[src/rtl/conv_viterbi_codec.sv]
// Rate-1/2 K=3 (7,5) convolutional encoder plus 4-state hard-decision Viterbi decoder
// with register-exchange survivors. Define VITERBI_BEST_PM_EN to expose the best path metric.
module conv_viterbi_codec #(
    parameter int DEPTH = 16,
    parameter int PM_W  = 8
) (
    input  logic            clk,
    input  logic            rst,
    input  logic            enc_enable_i,
    input  logic            enc_d_i,
    output logic            enc_valid_o,
    output logic [1:0]      enc_d_o,
    input  logic            dec_enable_i,
    input  logic [1:0]      dec_d_i,
    output logic            dec_d_o,
    output logic            dec_valid_o
`ifdef VITERBI_BEST_PM_EN
    ,
    output logic [PM_W-1:0] dec_best_pm_o
`endif
);

    localparam int               CNT_W    = $clog2(DEPTH + 1);
    localparam logic [CNT_W-1:0] CNT_MAX  = CNT_W'(DEPTH);
    localparam logic [CNT_W-1:0] CNT_LAST = CNT_W'(DEPTH - 1);
    localparam logic [PM_W-1:0]  PM_INIT  = PM_W'(2 ** (PM_W - 3));

    // ---------------- encoder ----------------
    logic [1:0] enc_s;

    // NOTE: sequential state uses non-blocking assignments so every flop samples pre-edge values.
    always_ff @(posedge clk or negedge rst) begin
        if (!rst) begin
            enc_s       <= 2'b00;
            enc_d_o     <= 2'b00;
            enc_valid_o <= 1'b0;
        end else if (enc_enable_i) begin
            enc_d_o     <= {enc_d_i ^ enc_s[1] ^ enc_s[0], enc_d_i ^ enc_s[0]};
            enc_s       <= {enc_d_i, enc_s[1]};
            enc_valid_o <= 1'b1;
        end else begin
            enc_valid_o <= 1'b0;
        end
    end

    // ---------------- decoder ----------------
    function automatic logic [PM_W-1:0] branch_metric(input logic [1:0] rx,
                                                      input logic [1:0] pred,
                                                      input logic       b);
        logic [1:0] diff;
        diff = rx ^ {b ^ pred[1] ^ pred[0], b ^ pred[0]};
        return PM_W'(diff[1]) + PM_W'(diff[0]);
    endfunction

    logic [PM_W-1:0]  pm       [4];
    logic [PM_W-1:0]  pm_acs   [4];
    logic [PM_W-1:0]  pm_new   [4];
    logic [DEPTH-1:0] path     [4];
    logic [DEPTH-1:0] path_new [4];
    logic [CNT_W-1:0] cnt;
    logic             all_msb;
    logic [1:0]       best;
    logic [PM_W-1:0]  best_pm;

    for (genvar g = 0; g < 4; g++) begin : g_acs
        localparam logic [1:0] NS = 2'(g);
        localparam logic [1:0] P0 = {NS[0], 1'b0};
        localparam logic [1:0] P1 = {NS[0], 1'b1};
        logic [PM_W-1:0] cand0, cand1;
        logic            take1;

        assign cand0 = pm[P0] + branch_metric(dec_d_i, P0, NS[1]);
        assign cand1 = pm[P1] + branch_metric(dec_d_i, P1, NS[1]);
        // Strict compare: a tie keeps the predecessor whose s0 is 0.
        assign take1       = cand1 < cand0;
        assign pm_acs[g]   = take1 ? cand1 : cand0;
        assign path_new[g] = {take1 ? path[P1][DEPTH-2:0] : path[P0][DEPTH-2:0], NS[1]};
    end

    // NOTE: every always_comb output gets a default first so no latch can be inferred.
    always_comb begin
        all_msb = 1'b1;
        best    = 2'd0;
        for (int i = 0; i < 4; i++) all_msb &= pm_acs[i][PM_W-1];
        for (int i = 0; i < 4; i++) pm_new[i] = all_msb ? {1'b0, pm_acs[i][PM_W-2:0]} : pm_acs[i];
        best_pm = pm_new[0];
        for (int i = 1; i < 4; i++) begin
            if (pm_new[i] < best_pm) begin
                best    = 2'(i);
                best_pm = pm_new[i];
            end
        end
    end

    // NOTE: survivor registers are plain flops, so they are reset like any other state.
    always_ff @(posedge clk or negedge rst) begin
        if (!rst) begin
            for (int i = 0; i < 4; i++) begin
                pm[i]   <= (i == 0) ? '0 : PM_INIT;
                path[i] <= '0;
            end
            cnt         <= '0;
            dec_d_o     <= 1'b0;
            dec_valid_o <= 1'b0;
`ifdef VITERBI_BEST_PM_EN
            dec_best_pm_o <= '0;
`endif
        end else if (dec_enable_i) begin
            for (int i = 0; i < 4; i++) begin
                pm[i]   <= pm_new[i];
                path[i] <= path_new[i];
            end
            cnt         <= (cnt == CNT_MAX) ? CNT_MAX : cnt + 1'b1;
            dec_d_o     <= path_new[best][DEPTH-1];
            dec_valid_o <= (cnt >= CNT_LAST);
`ifdef VITERBI_BEST_PM_EN
            dec_best_pm_o <= best_pm;
`endif
        end else begin
            dec_valid_o <= 1'b0;
        end
    end

endmodule

[config.mk]
export PLATFORM = sky130hd
export DESIGN_NAME = conv_viterbi_codec
export DESIGN_NICKNAME = d
export VERILOG_FILES = /design/src/rtl/conv_viterbi_codec.sv
export SDC_FILE = /design/constraint.sdc
export NUM_CORES = 1
export LEC_CHECK = 0
export ABC_AREA = 1
export BUFFER_PORTS_ARGS = -buffer_cell sky130_fd_sc_hd__buf_2
export CAP_MARGIN = 20
export CORE_MARGIN = 2
export CORE_UTILIZATION = 50
export CTS_CLUSTER_SIZE = 8
export DETAILED_ROUTE_END_ITERATION = 8
export GPL_TIMING_DRIVEN = 0
export PLACE_DENSITY_LB_ADDON = 0.2
export REMOVE_ABC_BUFFERS = 1
export SLEW_MARGIN = 0
export SYNTH_ARGS = -nofsm -noshare
export SYNTH_HDL_FRONTEND = slang
export SYNTH_SLANG_ARGS = --single-unit
[constraint.sdc]
create_clock -name clk -period 7.4 [get_ports clk]
set_clock_uncertainty 0.2 [all_clocks]
set_input_delay 0.74 -clock clk [delete_from_list [all_inputs] [get_ports clk]]
set_output_delay 0.74 -clock clk [all_outputs]
set_load 0.1 [all_outputs]
After elaboration in Yosys (flattened, before gate mapping)

Index checks and enable logic that the tools add are counted.

Add/sub/neg operators: 13
Order comparisons: 9
Equal/unequal tests: 1
Muxes and demuxes: 23
Bitwise logic cells: 10

Operators by type and width:

| kind                                                                   | count |
|---|---|
| 8-bit two-way mux                                                      | 10 |
| 15-bit two-way mux                                                     | 4 |
| 8-bit less-than comparator                                             | 7 |
| 8-bit by 2-bit adder with 8-bit output                                 | 4 |
| 8-bit adder                                                            | 4 |
| 16-bit binary-select mux with 2-bit select                             | 1 |
| 16-bit two-way mux                                                     | 2 |
| 1-bit by 1-bit adder with 2-bit output                                 | 4 |
| 5-bit by 1-bit adder with 5-bit output (second input constant)         | 1 |
| 5-bit == test (second input constant)                                  | 1 |
| 5-bit by 4-bit >= comparator with 1-bit output (second input constant) | 1 |
| 5-bit two-way mux                                                      | 1 |
| 2-bit two-way mux                                                      | 2 |
| 1-bit bitwise AND                                                      | 3 |
| 3-bit >= comparator (second input constant)                            | 1 |
| 1-bit two-way mux                                                      | 3 |
| 2-bit NOT with 3-bit output                                            | 1 |
| 1-bit bitwise XOR                                                      | 3 |
| 1-bit NOT                                                              | 2 |
| 2-bit NOT                                                              | 1 |

Register bits after elaboration: 102
Input port bits: 7
Output and inout port bits: 5
Logic and storage cells: 70

Depth between registers and ports, before layout

Gate-level depths: netlist (run 1).

Depth after elaboration: 19
Depth in mapped cells: 51
Mapped depth without buffers: 48

Worst setup path after synthesis (run 1)

No wires, ideal clock.

Path kind: input port to flip-flop
From: input dec_d_i[0]
To: register dec_d_o
Library setup time: 0.120 ns
Data arrival time: 6.923 ns
Data required time: 7.080 ns
Slack: 0.157 ns
Cell stages on the path: 41
Path buffers: 4
Path through: inv_1 ha_1 inv_1 ha_1 nand2_1 a21oi_1 nand2_1 nor3_1 xor2_1 ha_1 nand2_1 nor2_1 a211oi_1 nand2_1 clkbuf_1 inv_1 clkbuf_1 nand2_1 [... 5 more ...] nand2_4 clkbuf_1 o21ai_0 ha_1 a21oi_1 nor2_1 a211oi_1 nand2_4 clkbuf_1 nand2_1 o21ai_0 ha_1 a21oi_1 nor2_1 a211oi_1 nand3_1 nand3_1 nand2_1

RTL lines:

| element                | line | text |
|---|---|---|
| start: declaration     | 14   | `input logic [1:0] dec_d_i,` |
| end signal: assignment | 114  | `dec_d_o <= path_new[best][DEPTH-1];` |
| end: declaration       | 15   | `output logic dec_d_o,` |

==> results.py, run 1 <==
metrics = {
    "critical_path": {
        "slowest_delay_ns": 0.35,
        "r2r_cells": 38,
        "cp_slowest_cell": "ha_1",
        "crit_top_cell": "nand2_1",
        "reg2reg_setup_slack_ns": 1.05,
        "start_kind": "input pin",
        "setup.worst_path.end_class": "register",
        "worstPathArrival_ns": 6.98,
        "crit_end": "dec_d_o",
        "startpoint": "dec_d_i[0]",
        "r2r_end": "dec_d_o",
        "r2r_start": "pm[25]",
        "critPathRequiredTime_ns": 7.45,
        "worst-setup-path-type": "in -> reg",
        "critPathMaxFanout": 17,
    },
    "cts": {
        "numCtsBuffers": 9,
        "ctsHoldBuffers": 0,
        "clk_latency_ns": 0.37,
        "cts-root-buf": "clkbuf_16",
        "clock-sinks": 99,
        "clk_pin_slew_ns": 0.08,
        "htreeDepth": 3,
        "cts_tree": "built",
        "cts_buffer_depth": 2,
    },
    "floorplanning": {
        "start_util_pct": 50.6,
        "die_y_um": 125,
        "row_count": 44,
        "die_area_sq_um": 15500,
        "coreArea_sq_um": 14400,
        "ios": 12,
        "dieWidth_um": 125,
    },
    "synth": {
        "syn_area_per_cell_sq_um": 7.22,
        "ys_warn_count": 0,
        "synth-seq-cells": 99,
        "yosysUniqueCellTypes": 35,
        "synth_area_sq_um": 7270,
        "yosysSeqAreaShare_pct": 34.1,
        "syn_inst": 1007,
    },
    "global_route": {
        "grt_pass1_vias": 5857,
        "grt_use_total_pct": 22.1,
        "grt_overflow": 0,
        "antenna_found_initial": 0,
        "grt_pass1_wl_um": 28100,
        "grt_max_degree": 95,
    },
    "detailed_routing": {
        "drtIter0Drc": 268,
        "drt_first_pass_iters": 5,
        "via_per_inst": 5.19,
        "vias": 6177,
        "totalWireLength_um": 16800,
        "post-route-drc-count": 0,
        "antenna_violating_nets_post_route": 0,
        "routedWlPerCell_um": 14.1,
    },
    "timing": {
        "final_hold_viol_count": 0,
        "final_max_slew_viol_count": 0,
        "finalSetupViolCount": 0,
        "fmax_ghz": 0.144,
        "rsz0062_at_grt": "false",
        "slew_headroom_pct": 39.5,
        "worst_pin_slew_ns": 0.908,
        "final.setup.tns_ns": 0,
        "hold_ws_ns": 0.129,
        "fin_crit_sh_pct": 93.6,
        "fin_crit_ns": 6.92,
    },
    "cells_and_area": {
        "drive_gt1_share_pct": 10.6,
        "area_growth_pct": 8.88,
        "num_antenna_cells": 0,
        "num-nets-final": 1077,
        "final_cells": 1191,
        "final_area_sq_um": 7920,
        "nFillCells": 1406,
    },
    "status": {
        "status": "finished clean",
    },
    "placed_design": {
        "dpl.hpwl_um": 11500,
        "place_congestion": 0.811,
        "io_buffers": 11,
        "place_inst": 1163,
        "placed_area_sq_um": 7440,
    },
    "hold_path": {
        "min_path_type": "in -> async",
    },
    "flow_run": {
        "drv_cap": 0,
    },
}
## cells in the mapped netlist
cell type / count / area [sq um]
a31oi_1: 2 / 12.5
nand2_2: 16 / 100
inv_1: 114 / 428
o21a_1: 2 / 15.0
nor2_4: 1 / 11.3
clkbuf_1: 32 / 120
inv_2: 10 / 37.5
or2_2: 2 / 12.5
o21ai_1: 1 / 5.00
buf_2: 3 / 15.0
nor2_2: 4 / 25.0
ha_1: 68 / 851
dfrtp_1: 96 / 2400
a21oi_1: 52 / 260
nor3_1: 8 / 40.0
nor4_1: 1 / 6.26
o211a_1: 1 / 10.0
buf_6: 2 / 22.5
nor2_1: 41 / 154
o21ai_0: 171 / 856
buf_1: 4 / 15.0
a211oi_1: 4 / 30.0
nand3_2: 5 / 50.1
o211ai_1: 4 / 30.0
o21bai_1: 1 / 7.51
nand2_4: 4 / 45.0
nand4_1: 7 / 43.8
clkinv_1: 2 / 7.51
o21ai_2: 1 / 8.76
nand3_1: 21 / 105
xor2_1: 45 / 394
xnor2_1: 4 / 35.0
dfstp_2: 3 / 78.8
o22ai_1: 2 / 12.5
nand2_1: 273 / 1020
## logic make-up (layout without fill, tap and decap cells)
| group | Yosys count | after routing | share of synthesized area, % |
|---|---|---|---|
| AO/OA/AOI/OAI | 241 | 241 | 17.2 |
| buffers and inverters | 167 | 165 | 8.88 |
| flip-flops | 99 | 99 | 34.1 |
| XOR/XNOR | 49 | 49 | 5.90 |
| AND/OR/NAND/NOR | 383 | 385 | 22.2 |
| adder cells (fa/ha/maj) | 68 | 68 | 11.7 |
## worst max-delay path, delay by kind of cell
kind / cells / cell delay, ns
and+or+nand+nor: 16 / 1.62
buffers and inverters: 6 / 0.73
xor gates and xnor gates: 1 / 0.23
AOI/OAI and AO/OA: 11 / 1.82
adders and majority gates: 6 / 1.81
## worst min-delay path by stage
stage / from / endpoint / cells after the start
4_1_cts: rst / path[30] / 1
2_1_floorplan: rst / cnt[0] / 0
5_1_grt: rst / path[30] / 1
3_3_place_gp: path[0] / path[0] / 1
6_report: rst / pm[23] / 1
3_5_place_dp: path[0] / path[0] / 1
## registers in the layout, indices dropped and copies added (netlist names)
register / count
pm: 32
dec_valid_o: 1
dec_d_o: 1
cnt: 5
path: 55
enc_valid_o: 1
enc_s: 2
enc_d_o: 2
## layout by cell type (no fill, tap or decap), types with 10 or more instances in the layout
cell type | Yosys | final
o21ai_0 | 171 | 166
xor2_1 | 45 | 45
nand2_2 | 16 | 18
a21oi_1 | 52 | 50
nand3_1 | 21 | 21
nand2_1 | 273 | 270
inv_1 | 114 | 111
nor2_1 | 41 | 40
dfrtp_1 | 96 | 96
ha_1 | 68 | 66
inv_2 | 10 | 10
buf_2 | 3 | 10
## layer usage
layer	vias up	GRT usage, %	wire length (um)
met2	59	36.9	7940
met3	19	3.26	350
met5	-	0	0
met1	2852	30.1	8240
li1	3247	-	-
met4	0	6.21	290
## area by class of cell
cell class,instances,area [sq um],area share [%]
clock buffer,10,239,3.02
clock inverter,6,55.1,0.695
inverter,126,483,6.10
multi-input combinational,743,4250,53.7
sequential,99,2480,31.3
tap,184,230,2.91
timing repair buffer,21,165,2.09
timing repair inverter,2,10.0,0.126
## per-stage QoR
stage	setup slack [ns]	util (%)
6_report	0.477	55.1
3_5_place_dp	-1.78	51.8
3_3_place_gp	-1.64	51.4
4_1_cts	0.00360	54.3
5_1_grt	0.0290	55.1
2_1_floorplan	0.340	-
## what timing repair did
item	CTS	global route
pin swaps	3	5
setup endpoints to repair	1	1
gates cloned	2	2
resized for setup	11	17
setup buffers	2	6
Power of run 1 is left out: the tool's default activity adds up to more than one toggle a clock period on the data nets, which glitch-free logic cannot reach.
==> inputs of run 2 (changes only) <==
CAP_MARGIN = unset   (was 20)
GPL_TIMING_DRIVEN = unset   (was 0)
==> run 2 against run 1 <==
  * Critical path depth grew 3
  * Die area unchanged
  * Cell count rose by 0.67%
  * Sequential share of layout area unchanged
  * Utilization is the same
==> results.py, run 2 (same netlist as run 1, synthesis figures left out) <==
metrics = {
    "placed_design": {
        "dpl.hpwl_um": 11900,
        "place_inst": 1176,
        "place_congestion": 0.930,
        "io_buffers": 11,
    },
    "floorplanning": {
        "die_y_um": 125,
        "die_area_sq_um": 15500,
        "dieWidth_um": 125,
        "row_count": 44,
        "ios": 12,
        "coreArea_sq_um": 14400,
        "start_util_pct": 50.6,
    },
    "detailed_routing": {
        "vias": 6223,
        "via_per_inst": 5.19,
        "drtIter0Drc": 479,
        "totalWireLength_um": 17000,
        "antenna_violating_nets_post_route": 0,
        "drt_first_pass_iters": 5,
        "post-route-drc-count": 0,
        "routedWlPerCell_um": 14.2,
    },
    "cts": {
        "cts_buffer_depth": 2,
        "cts-root-buf": "clkbuf_16",
        "clock-sinks": 99,
        "clk_latency_ns": 0.36,
        "numCtsBuffers": 9,
        "htreeDepth": 3,
        "cts_tree": "built",
        "clk_pin_slew_ns": 0.08,
    },
    "cells_and_area": {
        "regMostFlops": "path",
        "reg_top3": "path: 55 flops, pm: 32 flops, cnt: 5 flops",
        "final_cell_mix": "273 x nand2_1, 171 x o21ai_0, 112 x inv_1, 96 x dfrtp_1, 65 x ha_1",
        "num_antenna_cells": 0,
        "nFillCells": 1358,
        "drive_gt1_share_pct": 10.6,
        "largest_register_ffs": 55,
        "final_core_util_pct": 55.1,
        "mostFrequentLayoutCell": "nand2_1",
        "area_growth_pct": 8.88,
        "num-nets-final": 1085,
        "final_cells": 1199,
    },
    "timing": {
        "fin_crit_sh_pct": 91.4,
        "final_hold_viol_count": 0,
        "fmax_ghz": 0.148,
        "final_max_slew_viol_count": 0,
        "slew_headroom_pct": 37.0,
        "fin_crit_ns": 6.76,
        "finalSetupViolCount": 0,
        "worst_pin_slew_ns": 0.946,
        "final.setup.tns_ns": 0,
    },
    "critical_path": {
        "critPathMaxFanout": 16,
        "critPathRequiredTime_ns": 7.45,
        "worstPathArrival_ns": 6.81,
        "crit_top_cell": "nand2_1",
        "startpoint": "dec_d_i[1]",
        "reg2reg_setup_slack_ns": 1.03,
        "slowest_delay_ns": 0.34,
        "cp_slowest_cell": "ha_1",
        "setup.worst_path.end_class": "register",
        "start_kind": "input pin",
        "worst-setup-path-type": "in -> reg",
        "r2r_start": "pm[25]",
    },
    "flow_run": {
        "drv_cap": 0,
    },
    "global_route": {
        "grt_pass1_wl_um": 29000,
        "antenna_found_initial": 0,
        "grt_overflow": 0,
        "grt_max_degree": 95,
        "grt_use_total_pct": 22.8,
        "grt_pass1_vias": 5939,
    },
    "status": {
        "status": "finished clean",
    },
    "hold_path": {
        "min_path_type": "in -> async",
    },
}
run 2: changes by cell type in the layout (fill, tap and decap cells not counted), sizes merged:
cell      change
clkinv        +3
clkinvlp      -6
nand2         -2
buf          +12
clkbuf        -1
inv           +2
run 2: area by class of cell:
cell class | instances | area [sq um] | share of cell area [%]
sequential | 99 | 2480 | 31.3
tap | 184 | 230 | 2.91
clock buffer | 9 | 225 | 2.84
timing repair buffer | 33 | 226 | 2.86
multi-input combinational | 741 | 4210 | 53.2
clock inverter | 7 | 67.6 | 0.853
inverter | 126 | 473 | 5.97
run 2: worst paths after layout:
kind,cells past startpoint,endpoint
setup / recovery,43,dec_d_o
hold / removal,1,pm[30]
setup reg to reg,41,dec_d_o
hold reg to reg,2,path[33]
max in group asynchronous,2,pm[10]
min in group clk,2,path[33]
run 2: metal layers:
metal	GRT usage, %	wire (um)	vias up	share of wire (%)
li1	-	-	3261	-
met1	32.4	8250	2851	49
met2	36.2	7760	88	46
met3	2.96	641	23	3.8
met4	7.20	321	0	1.9
met5	0	0	-	0
run 2: stage by stage:
stage	hold slack (ns)	area [sq um]	worst slack, ns
6_report	0.0941	7920	0.639
2_1_floorplan	0.239	7100	0.340
5_1_grt	0.125	7920	-0.00173
4_1_cts	0.109	7790	0.168
3_3_place_gp	0.254	7500	0.101
3_5_place_dp	0.258	7500	-0.158
run 2: repair_timing:
action                     in CTS  in global routing
hold endpoints to repair        0                  0
resized for setup               0                 16
hold buffers                    0                  0
setup endpoints to repair       0                  1
buffers inserted                0                  7
run 2: critical path, delay by kind of cell:
family / cells / cell delay [ns]
and+or+nand+nor: 21 / 2.25
xor gates and xnor gates: 1 / 0.21
buffers and inverters: 7 / 0.61
adders and majority gates: 6 / 1.79
AOI/OAI and AO/OA: 8 / 1.21
Power of run 2 is left out for the same reason.
